**src/rtl/ahb_lite_uart_tx_streamer.sv**
```systemverilog
// ---------------------------------------------------------------------------
// ahb_lite_uart_tx_streamer
//
// AHB-Lite master placed directly in front of a UART16550 AHB-Lite slave.
// After reset it programs the UART in this order:
//   - line control with the divisor latch open
//   - divisor low byte, then divisor high byte
//   - line control again, now with the latch closed
//   - FIFO enable
//   - all interrupts off
// It then copies a valid/ready byte stream into the THR. It reads LSR.THRE
// before each burst, so the 16-byte TX FIFO can never be overrun. This is the
// console path used when no CPU master is present.
//
// Ports
//   HCLK, HRESETn         bus clock, asynchronous active-low reset
//   HADDR/HTRANS/HWRITE   address phase; only IDLE or NONSEQ is ever driven
//   HSIZE/HBURST/HPROT    constant word / SINGLE / data-privileged attributes
//   HMASTLOCK             constant 0
//   HWDATA                {24'b0, byte}, registered and held over the data phase
//   HRDATA/HREADY/HRESP   slave response; only HRDATA[7:0] is consumed
//   s_data/s_valid        byte stream input
//   s_ready               byte accepted on s_valid & s_ready at posedge
//   init_done             UART programming finished
//   err                   sticky bus-error flag, cleared only by reset
// ---------------------------------------------------------------------------
module ahb_lite_uart_tx_streamer #(
  parameter logic [31:0] BASE_ADDR = 32'h0000_0000,
  parameter logic [15:0] DIVISOR   = 16'd27,
  parameter logic [7:0]  LCR_VAL   = 8'h03,
  parameter logic [4:0]  TX_DEPTH  = 5'd16
) (
  input  logic        HCLK,
  input  logic        HRESETn,
  output logic [31:0] HADDR,
  output logic [1:0]  HTRANS,
  output logic        HWRITE,
  output logic [2:0]  HSIZE,
  output logic [2:0]  HBURST,
  output logic [3:0]  HPROT,
  output logic        HMASTLOCK,
  output logic [31:0] HWDATA,
  input  logic [31:0] HRDATA,
  input  logic        HREADY,
  input  logic        HRESP,
  input  logic [7:0]  s_data,
  input  logic        s_valid,
  output logic        s_ready,
  output logic        init_done,
  output logic        err
);

  localparam logic [2:0] OFF_THR = 3'd0;
  localparam logic [2:0] OFF_LSR = 3'd5;

  // INIT0..INIT5 are encoded as 0..5, so the init step index is the state
  // value and "next init step" is simply state + 1.
  typedef enum logic [3:0] {
    S_INIT0     = 4'd0,
    S_INIT1     = 4'd1,
    S_INIT2     = 4'd2,
    S_INIT3     = 4'd3,
    S_INIT4     = 4'd4,
    S_INIT5     = 4'd5,
    S_INIT_WAIT = 4'd6,
    S_IDLE      = 4'd7,
    S_POLL      = 4'd8,
    S_SEND      = 4'd9
  } state_e;

  state_e      state_q, state_d;
  logic        live_q;        // low for the first cycle after reset: no bus activity during reset
  logic        dp_active_q, dp_active_d;
  logic        dp_read_q, dp_read_d;
  logic [4:0]  credit_q, credit_d;
  logic [7:0]  hwdata_q, hwdata_d;
  logic        init_done_q, init_done_d;
  logic        err_q, err_d;

  logic        issue_s;
  logic        issue_write_s;
  logic [2:0]  issue_off_s;
  logic [7:0]  issue_data_s;
  logic        s_ready_s;
  logic        dp_done_s;
  logic [2:0]  init_idx_s;
  logic        unused_s;

  // UART programming table: {register offset, data byte} for each init step.
  function automatic logic [10:0] init_step(input logic [2:0] idx);
    case (idx)
      3'd0:    init_step = {3'd3, 8'h80 | LCR_VAL};
      3'd1:    init_step = {3'd0, DIVISOR[7:0]};
      3'd2:    init_step = {3'd1, DIVISOR[15:8]};
      3'd3:    init_step = {3'd3, LCR_VAL};
      3'd4:    init_step = {3'd2, 8'h07};
      3'd5:    init_step = {3'd1, 8'h00};
      default: init_step = {3'd1, 8'h00};
    endcase
  endfunction

  assign init_idx_s = 3'(state_q);

  // State register and bus bookkeeping.
  always_ff @(posedge HCLK or negedge HRESETn) begin
    if (!HRESETn) begin
      state_q     <= S_INIT0;
      live_q      <= 1'b0;
      dp_active_q <= 1'b0;
      dp_read_q   <= 1'b0;
      credit_q    <= 5'd0;
      hwdata_q    <= 8'h00;
      init_done_q <= 1'b0;
      err_q       <= 1'b0;
    end else begin
      state_q     <= state_d;
      live_q      <= 1'b1;
      dp_active_q <= dp_active_d;
      dp_read_q   <= dp_read_d;
      credit_q    <= credit_d;
      hwdata_q    <= hwdata_d;
      init_done_q <= init_done_d;
      err_q       <= err_d;
    end
  end

  // Next-state logic and address-phase generation.
  always_comb begin
    state_d       = state_q;
    dp_active_d   = dp_active_q;
    dp_read_d     = dp_read_q;
    credit_d      = credit_q;
    hwdata_d      = hwdata_q;
    init_done_d   = init_done_q;
    err_d         = err_q;
    issue_s       = 1'b0;
    issue_write_s = 1'b0;
    issue_off_s   = 3'd0;
    issue_data_s  = 8'h00;
    s_ready_s     = 1'b0;
    dp_done_s     = dp_active_q & HREADY;

    if (dp_done_s) begin
      dp_active_d = 1'b0;
    end else begin
      dp_active_d = dp_active_q;
    end

    // Both cycles of an ERROR response carry HRESP=1; either one is enough.
    if (dp_active_q & HRESP) begin
      err_d = 1'b1;
    end else begin
      err_d = err_q;
    end

    case (state_q)
      S_INIT0, S_INIT1, S_INIT2, S_INIT3, S_INIT4, S_INIT5: begin
        {issue_off_s, issue_data_s} = init_step(init_idx_s);
        if (live_q && HREADY) begin
          issue_s       = 1'b1;
          issue_write_s = 1'b1;
          state_d       = state_e'(state_q + 4'd1);
        end else begin
          state_d = state_q;
        end
      end
      S_INIT_WAIT: begin
        if (dp_done_s) begin
          init_done_d = 1'b1;
          state_d     = S_IDLE;
        end else begin
          state_d = S_INIT_WAIT;
        end
      end
      S_IDLE: begin
        if (s_valid && (credit_q == 5'd0)) begin
          state_d = S_POLL;
        end else if (s_valid) begin
          state_d = S_SEND;
        end else begin
          state_d = S_IDLE;
        end
      end
      S_POLL: begin
        issue_off_s = OFF_LSR;
        if (HREADY) begin
          if (dp_active_q && dp_read_q && HRDATA[5]) begin
            credit_d = TX_DEPTH;
            state_d  = S_SEND;
          end else begin
            // Either no read is outstanding yet, or LSR said the FIFO is
            // still busy: issue the (next) LSR read back to back.
            issue_s = 1'b1;
          end
        end else begin
          state_d = S_POLL;
        end
      end
      S_SEND: begin
        issue_off_s  = OFF_THR;
        issue_data_s = s_data;
        s_ready_s    = HREADY & (credit_q != 5'd0);
        if (s_valid && s_ready_s) begin
          issue_s       = 1'b1;
          issue_write_s = 1'b1;
          credit_d      = credit_q - 5'd1;
        end else if (HREADY) begin
          state_d = S_IDLE;
        end else begin
          state_d = S_SEND;
        end
      end
      default: begin
        state_d = S_INIT0;
      end
    endcase

    if (issue_s) begin
      dp_active_d = 1'b1;
      dp_read_d   = ~issue_write_s;
      hwdata_d    = issue_write_s ? issue_data_s : 8'h00;
    end else begin
      hwdata_d = hwdata_q;
    end
  end

  assign HTRANS    = issue_s ? 2'b10 : 2'b00;
  assign HWRITE    = issue_s & issue_write_s;
  assign HADDR     = issue_s ? (BASE_ADDR + {27'd0, issue_off_s, 2'b00}) : BASE_ADDR;
  assign HWDATA    = {24'h00_0000, hwdata_q};
  assign HSIZE     = 3'b010;
  assign HBURST    = 3'b000;
  assign HPROT     = 4'b0011;
  assign HMASTLOCK = 1'b0;
  assign s_ready   = s_ready_s;
  assign init_done = init_done_q;
  assign err       = err_q;

  // Only LSR.THRE is of interest in read data.
  assign unused_s  = ^{HRDATA[31:6], HRDATA[4:0]};

endmodule

```
**config.mk**
```make
export PLATFORM = sky130hd
export DESIGN_NAME = ahb_lite_uart_tx_streamer
export DESIGN_NICKNAME = d
export VERILOG_FILES = /design/src/rtl/ahb_lite_uart_tx_streamer.sv
export SDC_FILE = /design/constraint.sdc
export NUM_CORES = 1
export LEC_CHECK = 0
export BUFFER_PORTS_ARGS = -buffer_cell sky130_fd_sc_hd__buf_4
export CORE_ASPECT_RATIO = 0.9
export CORE_MARGIN = 2
export CORE_UTILIZATION = 30
export CTS_CLUSTER_DIAMETER = 150
export DETAILED_ROUTE_END_ITERATION = 16
export PLACE_DENSITY = 0.65
export SLEW_MARGIN = 20
export SYNTH_ARGS = -nofsm -noshare
export SYNTH_HDL_FRONTEND = slang
export SYNTH_SLANG_ARGS = --single-unit
```
**constraint.sdc**
```tcl
create_clock -name HCLK -period 2.1 [get_ports HCLK]
set_clock_uncertainty 0.05 [all_clocks]
set_input_delay 0.315 -clock HCLK [delete_from_list [all_inputs] [get_ports HCLK]]
set_output_delay 0.315 -clock HCLK [all_outputs]
set_load 0.1 [all_outputs]
```
==> flow_metrics.py, run 1 <==
metrics = {
    "yosys": {
        "synth.distinct_cells": 54,
        "synthAdderAreaFrac_pct": 4.534,
        "synth.area.mux_share_pct": 0.5181,
        "syn_area_sq_mm": 0.001932,
        "synth_top_family_by_area": "buffers and inverters",
        "yosysTopAreaCell": "dfrtp_1",
        "synth_seq_cells": 22,
        "ys_seq_area_share_pct": 28.50,
        "synth-compound-area-share_pct": 22.22,
        "synthSimpleGateAreaFrac_pct": 14.38,
        "syn_inst": 213,
        "syn_area_per_cell_sq_um": 9.070,
        "synth_edf_count": 0,
        "synthFlopType": "dfrtp_1",
        "synthXorXnorAreaFrac_pct": 0,
        "synth_top_area_share_pct": 28.50,
        "synthTopCellsByArea": "dfrtp_1, buf_4, ha_1",
        "async_flop_share_pct": 100.0,
        "ys.warnings.count": 0,
    },
    "global_route": {
        "grt_overflow_total": 0,
        "grt_usage_pct": 11.95,
        "antenna_found_initial": 0,
        "grt_max_degree": 23,
        "grt_pass1_wl_mm": 6.582,
        "grt_pass1_vias": 1377,
    },
    "min_path": {
        "hp-class": "input pin to flip-flop",
    },
    "run_status": {
        "outcome": "finished with violations",
        "violations": "setup timing",
    },
    "floorplan": {
        "num_rows": 27,
        "initial_utilization_pct": 31.25,
        "die_w_um": 88.59,
        "core-area_sq_mm": 0.006182,
        "io_pins": 126,
        "dieArea_sq_mm": 0.007098,
        "die_h_um": 80.13,
    },
    "critical_path": {
        "reg2reg_slack_ns": 0.01,
        "startpoint": "state_q[1]",
        "start_kind": "flip-flop",
        "critical_path.max_fanout": 4,
        "rr_startpoint": "state_q[1]",
        "rr_endpoint": "credit_q[4]",
        "crit_path_end": "HADDR[4]",
        "cp.arrival_ns": 1.95,
        "r2r_cells": 8,
        "crit_path_end_kind": "primary output",
        "worstSetupPathType": "flip-flop to primary output",
        "required_ns": 1.74,
    },
    "flow_run": {
        "maxCapViolations": 0,
    },
    "timing": {
        "finalWorstSetupSlack_ns": -0.2149,
        "rsz0062_at_grt": "true",
        "hold_viol": 0,
        "finalSetupViolCount": 5,
        "clock.fmax_ghz": 0.4320,
        "timing.hold.ws_ns": 0.2056,
        "slew_violations": 0,
        "min_period_ns": 2.315,
        "period_share_pct": 110.2,
    },
    "placement": {
        "dpl.hpwl_mm": 3.295,
        "gp_congestion": 0.8603,
        "portBuffers": 29,
        "dpl_worst_slack_ns": -0.07530,
    },
    "power_and_ir_drop": {
        "ir_drop_mv": 0.3970,
        "p_leak_nw": 1.255,
        "power_mw": 3.963,
        "cellPowerDensity_mw_per_mm2": 1513,
    },
    "cells_and_area": {
        "fillers": 589,
        "layout_common_cells": "conb_1, buf_4, dfrtp_1, a21oi_1, a22o_1",
        "layout_commonest_cell": "conb_1",
        "area_growth_pct": 35.56,
        "antenna-diode-count": 0,
        "final_util_pct": 42.36,
        "fin_nets": 333,
        "drive_above_1_share_pct": 37.86,
    },
    "route": {
        "routed_wl_mm": 4.463,
        "routed_via_density": 4.338,
        "ant_nets": 0,
        "wl_per_cell_um": 12.16,
        "drc": 0,
        "vias": 1592,
        "first_pass_iters": 4,
        "drt_iter0_drc": 172,
    },
    "clock_network": {
        "cts_htree_levels": 1,
        "clk_pin_slew_ns": 0.09,
        "clockBufferDepth": 2,
        "numCtsBuffers": 3,
        "clock-root-buffer": "clkbuf_8",
        "cts_tree": "done",
        "clk_latency_ns": 0.27,
        "cts.sinks": 22,
    },
}
## through the flow
| step | instance area (sq um) | TNS (ns) | instances |
|---|---|---|---|
| after CTS | 2525 | -0.8852 | 363 |
| after global routing | 2619 | -1.420 | 367 |
| final | 2619 | -0.8618 | 367 |
| after global placement | 2272 | -0.1415 | 352 |
| after detailed placement | 2272 | -0.2498 | 352 |
| after floorplan | 2257 | -1.603 | 277 |
## Yosys cell counts (all sizes together), types with 2 or more instances
cell	instances
nor2b	2
o21a	2
nor3	5
a22o	8
o21ai	3
nor2	7
or3	3
a31oi	5
nand4b	2
dfrtp	22
a32o	2
nand3	5
o22ai	3
o31ai	2
ha	7
conb	2
o32ai	2
or4	2
a21oi	10
buf	72
o22a	2
nand2	3
inv	11
nand2b	5
o21bai	3
nand3b	2
## per-layer routing
layer	vias up	track usage (%)	share of wire, %
li1	767	-	-
met1	757	15.18	43
met2	66	20.68	50
met3	2	1.850	5.6
met4	0	3.636	0.81
met5	-	0	0
## layout make-up
cell class,count,area [sq um],share of cell area (%)
Tap cell,87,108.9,4.157
Multi-Input combinational cell,171,1217,46.49
Inverter,11,43.79,1.672
Sequential cell,22,551.8,21.07
Timing Repair Buffer,72,625.6,23.89
Clock buffer,3,41.29,1.577
Clock inverter,1,30.03,1.147
## flip-flops by register name, indices dropped and copies added, names as in the netlist
name	flops
credit_q	5
dp_active_q	1
dp_read_q	1
err	1
hwdata_q	8
init_done	1
live_q	1
state_q	4
## what timing repair did
item / CTS / global route
gates resized for setup: 31 / 12
hold buffers: 1 / 0
pin swaps: 5 / 1
buffers inserted: 6 / 4
endpoints found under the hold margin: 22 / 0
endpoints found under the setup margin: 8 / 9
## worst min path at each step
stage | end | slack, ns | from | cells past startpoint
finish | err | 0.21 | HRESP | 2
global route | hwdata_q[5] | 0.22 | s_data[5] | 2
CTS | err | 0.20 | HRESP | 2
detailed placement | err | 0.17 | HRESETn | 1
global placement | err | 0.17 | HRESETn | 1
floorplan | credit_q[0] | -0.03 | HRESETn | 0
## power breakdown
group	switching, mW	total [mW]	leakage, nW	internal [mW]
clock network	0.156	0.411	0.0357	0.255
logic	1.90	2.92	0.941	1.02
registers	0.0817	0.629	0.278	0.547
## cells by family after synthesis
group,Yosys count
muxes,1
DFF,22
AOI/OAI and AO/OA,54
and+or+nand+nor,43
buffers and inverters,84
adders and majority gates,7
other,2
## worst max-delay path: stages (launching register included)
cell and delay, ns:
dfrtp_1 0.40, inv_2 0.08, buf_4 0.11, ha_4 0.17, nand4b_2 0.16, o32ai_4 0.19, buf_6 0.15, nor3b_4 0.21
buf_12 0.20
Note: power is estimated with default switching activity, not from simulation.
==> inputs of run 2 (changes only) <==
--- a/config.mk
+++ b/config.mk
@@ -5,6 +5,7 @@
 export SDC_FILE = /design/constraint.sdc
 export NUM_CORES = 1
 export LEC_CHECK = 0
+export ABC_AREA = 1
 export BUFFER_PORTS_ARGS = -buffer_cell sky130_fd_sc_hd__buf_4
 export CORE_ASPECT_RATIO = 0.9
 export CORE_MARGIN = 2
==> run 2 against run 1 <==
Against the previous run:
- global-route usage increased by 0.11 points
- cell count increased by 9.3%
- critical endpoint is now HTRANS[1]
- the flow still finishes with violations (setup timing)
- critical path depth increased by 1
- largest cell class unchanged
- sequential share of layout area increased by 1.7 points
==> flow_metrics.py, run 2 <==
metrics = {
    "run_status": {
        "outcome": "finished with violations",
        "violations": "setup timing",
    },
    "yosys": {
        "yosysTopAreaCell": "dfrtp_1",
        "synth_edf_count": 0,
        "synthTopCellsByArea": "dfrtp_1, buf_4, nand2_1",
        "syn_inst": 259,
        "async_flop_share_pct": 100.0,
        "ys_top_cells_by_count": "nand2_1, buf_4, dfrtp_1",
        "synth.distinct_cells": 31,
        "syn_area_per_cell_sq_um": 7.449,
        "ys.warnings.count": 0,
        "synth_top_area_share_pct": 28.53,
        "yosysMostFrequentCell": "nand2_1",
        "ys_seq_area_share_pct": 28.53,
        "syn_area_sq_mm": 0.001929,
        "synthFlopType": "dfrtp_1",
        "synth_seq_cells": 22,
    },
    "route": {
        "first_pass_iters": 4,
        "wl_per_cell_um": 10.22,
        "drc": 0,
        "drt_iter0_drc": 80,
        "vias": 1566,
        "ant_nets": 0,
        "routed_via_density": 3.905,
        "routed_wl_mm": 4.098,
    },
    "placement": {
        "gp_congestion": 0.8214,
        "dpl.hpwl_mm": 3.174,
        "dpl_worst_slack_ns": 0.05065,
        "portBuffers": 29,
    },
    "min_path": {
        "hold_path.startpoint": "HRESP",
        "hp-class": "input pin to flip-flop",
        "hold_path_end": "err",
        "min_path_cells": 2,
    },
    "timing": {
        "timing.hold.ws_ns": 0.1978,
        "finalSetupViolCount": 4,
        "min_period_ns": 2.172,
        "slew_violations": 0,
        "hold_viol": 0,
        "rsz0062_at_grt": "true",
        "clock.fmax_ghz": 0.4603,
        "period_share_pct": 103.4,
        "finalWorstSetupSlack_ns": -0.07233,
    },
    "critical_path": {
        "critPathTopFamily": "flip-flops",
        "cp.arrival_ns": 1.81,
        "critPathBufInv": 4,
        "crit_chain": "inv_4 -> ha_4 -> a21oi_4 -> nand2_4 -> nand3_4 -> inv_2 -> nor2_4 -> inv_2 -> buf_12",
        "worstSetupPathType": "flip-flop to primary output",
        "start_kind": "flip-flop",
        "r2r_cells": 12,
        "required_ns": 1.74,
        "reg2reg_slack_ns": 0.21,
        "critPathMaxStageDelay_ns": 0.46,
        "rr_endpoint": "hwdata_q[1]",
        "crit_path_end_kind": "primary output",
        "slowest_stage": "dfrtp_2",
        "cpMostUsedCell": "inv_2",
        "critical_path.max_fanout": 4,
        "rr_startpoint": "state_q[0]",
    },
    "cells_and_area": {
        "layout_common_cells": "nand2_1, conb_1, buf_4, dfrtp_1, nor2_1",
        "largest_reg_flops": 8,
        "drive_above_1_share_pct": 31.21,
        "fin_nets": 367,
        "antenna-diode-count": 0,
        "largestRegisters": "hwdata_q x8, credit_q x5, state_q x4",
        "layout_commonest_cell": "nand2_1",
        "area_growth_pct": 26.13,
        "regMostFlops": "hwdata_q",
    },
    "global_route": {
        "antenna_found_initial": 0,
        "grt_pass1_wl_mm": 6.686,
        "grt_overflow_total": 0,
        "grt_usage_pct": 12.06,
        "grt_max_degree": 23,
        "grt_pass1_vias": 1408,
    },
    "floorplan": {
        "core-area_sq_mm": 0.006182,
        "initial_utilization_pct": 31.21,
        "die_h_um": 80.08,
        "num_rows": 27,
        "die_w_um": 88.53,
        "io_pins": 126,
        "dieArea_sq_mm": 0.007089,
    },
    "flow_run": {
        "maxCapViolations": 0,
    },
    "clock_network": {
        "clock-root-buffer": "clkbuf_8",
        "numCtsBuffers": 3,
        "clk_latency_ns": 0.27,
        "cts.sinks": 22,
        "cts_htree_levels": 1,
        "cts_tree": "done",
        "clockBufferDepth": 2,
        "clk_pin_slew_ns": 0.09,
    },
    "power_and_ir_drop": {
        "cellPowerDensity_mw_per_mm2": 1414,
        "ir_drop_mv": 0.6384,
        "p_leak_nw": 1.305,
    },
}
[run 2: timing repair]
action,4_1_cts,5_1_grt
pin swaps,4,3
hold buffers,1,0
resized for setup,26,10
setup endpoints to repair,5,6
setup buffers,8,6
hold endpoints to repair,22,0
[run 2: stage by stage]
step	total power [mW]	utilization [%]	cell area [sq um]	cells	TNS (ns)
2_1_floorplan	2.556	-	2231	323	-0.07337
3_3_place_gp	2.861	34.47	2131	382	0
3_5_place_dp	2.884	34.47	2131	382	0
4_1_cts	3.400	38.17	2360	395	-0.2171
5_1_grt	3.650	39.36	2434	401	-0.5905
6_report	3.441	39.36	2434	401	-0.2106
[run 2: layout make-up]
class	instances	area [sq um]
fill	645	3749
clock buffer	4	55.05
multi-input combinational	213	1139
sequential	22	553.0
timing repair buffer	56	493.0
inverter	19	85.08
tap	87	108.9
[run 2: worst max path at each step]
stage	endpoint	depth (start not counted)	startpoint
3_5_place_dp	HTRANS[1]	8	state_q[0]
6_report	HTRANS[1]	9	state_q[0]
4_1_cts	HTRANS[1]	9	state_q[0]
5_1_grt	HTRANS[1]	9	state_q[1]
3_3_place_gp	HADDR[3]	8	state_q[0]
2_1_floorplan	HADDR[2]	9	state_q[1]
[run 2: where the power goes]
| part | internal, mW | switching, mW |
|---|---|---|
| Sequential | 0.539 | 0.115 |
| Combinational | 0.695 | 1.78 |
| Clock | 0.167 | 0.146 |
| Total | 1.40 | 2.04 |
[run 2: metal layers]
metal | track usage [%] | wire length (um) | vias to the layer above
met5 | 0 | 0 | -
met3 | 4.214 | 334 | 4
met2 | 19.10 | 1928 | 55
met4 | 2.879 | 33 | 0
met1 | 15.72 | 1803 | 725
li1 | - | - | 782
[run 2: cell families (layout without fill, tap and decap cells)]
group,Yosys count,count (layout),synth area share [%]
AND/OR/NAND/NOR,125,125,29.57
buffers and inverters,88,79,30.61
flip-flops,22,22,28.53
adder cells (fa/ha/maj),7,7,4.539
other,2,66,0.3893
AO/OA/AOI/OAI,12,12,4.993
XOR/XNOR,3,3,1.362
==> inputs of run 3 (changes only) <==
==> constraint.sdc (replaced) <==
create_clock -name HCLK -period 2.1 [get_ports HCLK]
set_clock_uncertainty 0.05 [all_clocks]
set_input_delay 0.21 -clock HCLK [delete_from_list [all_inputs] [get_ports HCLK]]
set_output_delay 0.21 -clock HCLK [all_outputs]
set_load 0.1 [all_outputs]
==> run 3 against run 2 <==
Against the previous run:
- the flow still finishes with violations (setup timing)
- sequential power down 2%
- combinational power about the same
- critical path depth up 1
- final area up 0.51%
- cell count up 1.2%
- die area unchanged
- global-route usage down 0.74 points
- register-to-register slack worse by 0.03 ns
- fmax up 1.7%
==> flow_metrics.py, run 3 (same netlist as run 2, synthesis figures left out) <==
metrics = {
    "route": {
        "drc": 0,
        "first_pass_iters": 4,
        "ant_nets": 0,
        "vias": 1574,
        "routed_via_density": 3.877,
        "wl_per_cell_um": 10.12,
        "routed_wl_mm": 4.108,
        "drt_iter0_drc": 56,
    },
    "run_status": {
        "violations": "setup timing",
        "outcome": "finished with violations",
    },
    "power_and_ir_drop": {
        "ir_drop_mv": 0.5858,
        "p_leak_nw": 1.332,
        "cellPowerDensity_mw_per_mm2": 1428,
        "power_mw": 3.492,
    },
    "timing": {
        "finalSetupViolCount": 3,
        "finalWorstSetupSlack_ns": -0.03669,
        "rsz0062_at_grt": "true",
        "slew_violations": 0,
        "hold_viol": 0,
        "clock.fmax_ghz": 0.4680,
        "period_share_pct": 101.7,
        "tns_ns": -0.08422,
        "min_period_ns": 2.137,
    },
    "critical_path": {
        "required_ns": 1.84,
        "critical_path.max_fanout": 6,
        "start_kind": "flip-flop",
        "cp.arrival_ns": 1.88,
        "worstSetupPathType": "flip-flop to primary output",
        "reg2reg_slack_ns": 0.18,
        "crit_path_end_kind": "primary output",
    },
    "placement": {
        "dpl.hpwl_mm": 3.000,
        "place_area_sq_mm": 0.002085,
        "dpl_worst_slack_ns": 0.05495,
        "place_inst": 380,
        "gp_congestion": 0.8579,
        "portBuffers": 29,
    },
    "cells_and_area": {
        "layout_common_cells": "nand2_1, conb_1, buf_4, dfrtp_1",
        "largestRegisters": "hwdata_q x8, credit_q x5, state_q x4",
        "fin_nets": 372,
        "layout_commonest_cell": "nand2_1",
        "area_growth_pct": 26.78,
        "largest_reg_flops": 8,
        "regMostFlops": "hwdata_q",
        "final_area_sq_mm": 0.002446,
        "antenna-diode-count": 0,
        "drive_above_1_share_pct": 31.35,
        "finalNonFillerCells": 406,
    },
    "clock_network": {
        "cts_htree_levels": 1,
        "numCtsBuffers": 3,
        "clk_latency_ns": 0.28,
        "cts_tree": "done",
        "cts.sinks": 22,
        "clockBufferDepth": 2,
        "clock-root-buffer": "clkbuf_8",
        "clk_pin_slew_ns": 0.09,
    },
    "floorplan": {
        "die_w_um": 88.53,
        "dieArea_sq_mm": 0.007089,
        "num_rows": 27,
        "initial_utilization_pct": 31.21,
        "core-area_sq_mm": 0.006182,
        "die_h_um": 80.08,
        "io_pins": 126,
    },
    "global_route": {
        "grt_max_degree": 23,
        "grt_pass1_vias": 1376,
        "grt_usage_pct": 11.32,
        "grt_pass1_wl_mm": 6.299,
        "grt_overflow_total": 0,
        "antenna_found_initial": 0,
    },
    "min_path": {
        "hp-class": "input pin to flip-flop",
    },
    "flow_run": {
        "maxCapViolations": 0,
    },
}
==> run 3: worst max-delay path, cell delays in order, from the launching register on <==
cell and delay (ns):
dfrtp_1 0.38, inv_1 0.12, ha_4 0.15, inv_2 0.03, nor2_2 0.15, nand2_2 0.10
nand3_4 0.09, nand2_4 0.06, nor2_4 0.26, inv_2 0.08, buf_12 0.17
==> run 3: metal layers <==
layer	global-route usage [%]	part of all wire (%)
met5	0	0
met4	2.273	0.80
met3	2.775	4.5
met2	19.70	52
met1	14.18	43
==> run 3: worst paths after layout <==
check / from / end / depth (start not counted)
min in group asynchronous: HRESETn / credit_q[4] / 2
min: HRESP / err / 2
min reg2reg: err / err / 1
max reg2reg: credit_q[1] / hwdata_q[2] / 13
max: credit_q[1] / HTRANS[1] / 10
max in group asynchronous: HRESETn / state_q[1] / 2
==> run 3: what timing repair did <==
item	in CTS	in global routing
setup endpoints to repair	4	4
gates resized for setup	25	7
pin swaps	4	6
setup buffers	11	10
endpoints found under the hold margin	22	0
hold buffers	1	0
==> run 3: report_power, final <==
group          total (mW)  internal [mW]  leakage, nW  switching, mW
Sequential          0.641          0.539        0.271          0.102
Clock               0.409          0.255       0.0357          0.154
Combinational        2.44          0.680         1.03           1.76
==> run 3: area by class of cell <==
type | instances | area, sq um
clock buffer | 3 | 41.29
inverter | 19 | 80.08
fill | 647 | 3736
sequential | 22 | 553.0
timing repair buffer | 61 | 518.0
multi-input combinational | 213 | 1115
tap | 87 | 108.9
clock inverter | 1 | 30.03
==> run 3: metrics by stage <==
stage               util, %  hold slack [ns]
floorplan                 -          -0.1356
finish                39.57          0.08317
global route          39.57          0.07143
CTS                   37.99          0.08025
detailed placement    33.72          0.07258
global placement      33.72          0.07293
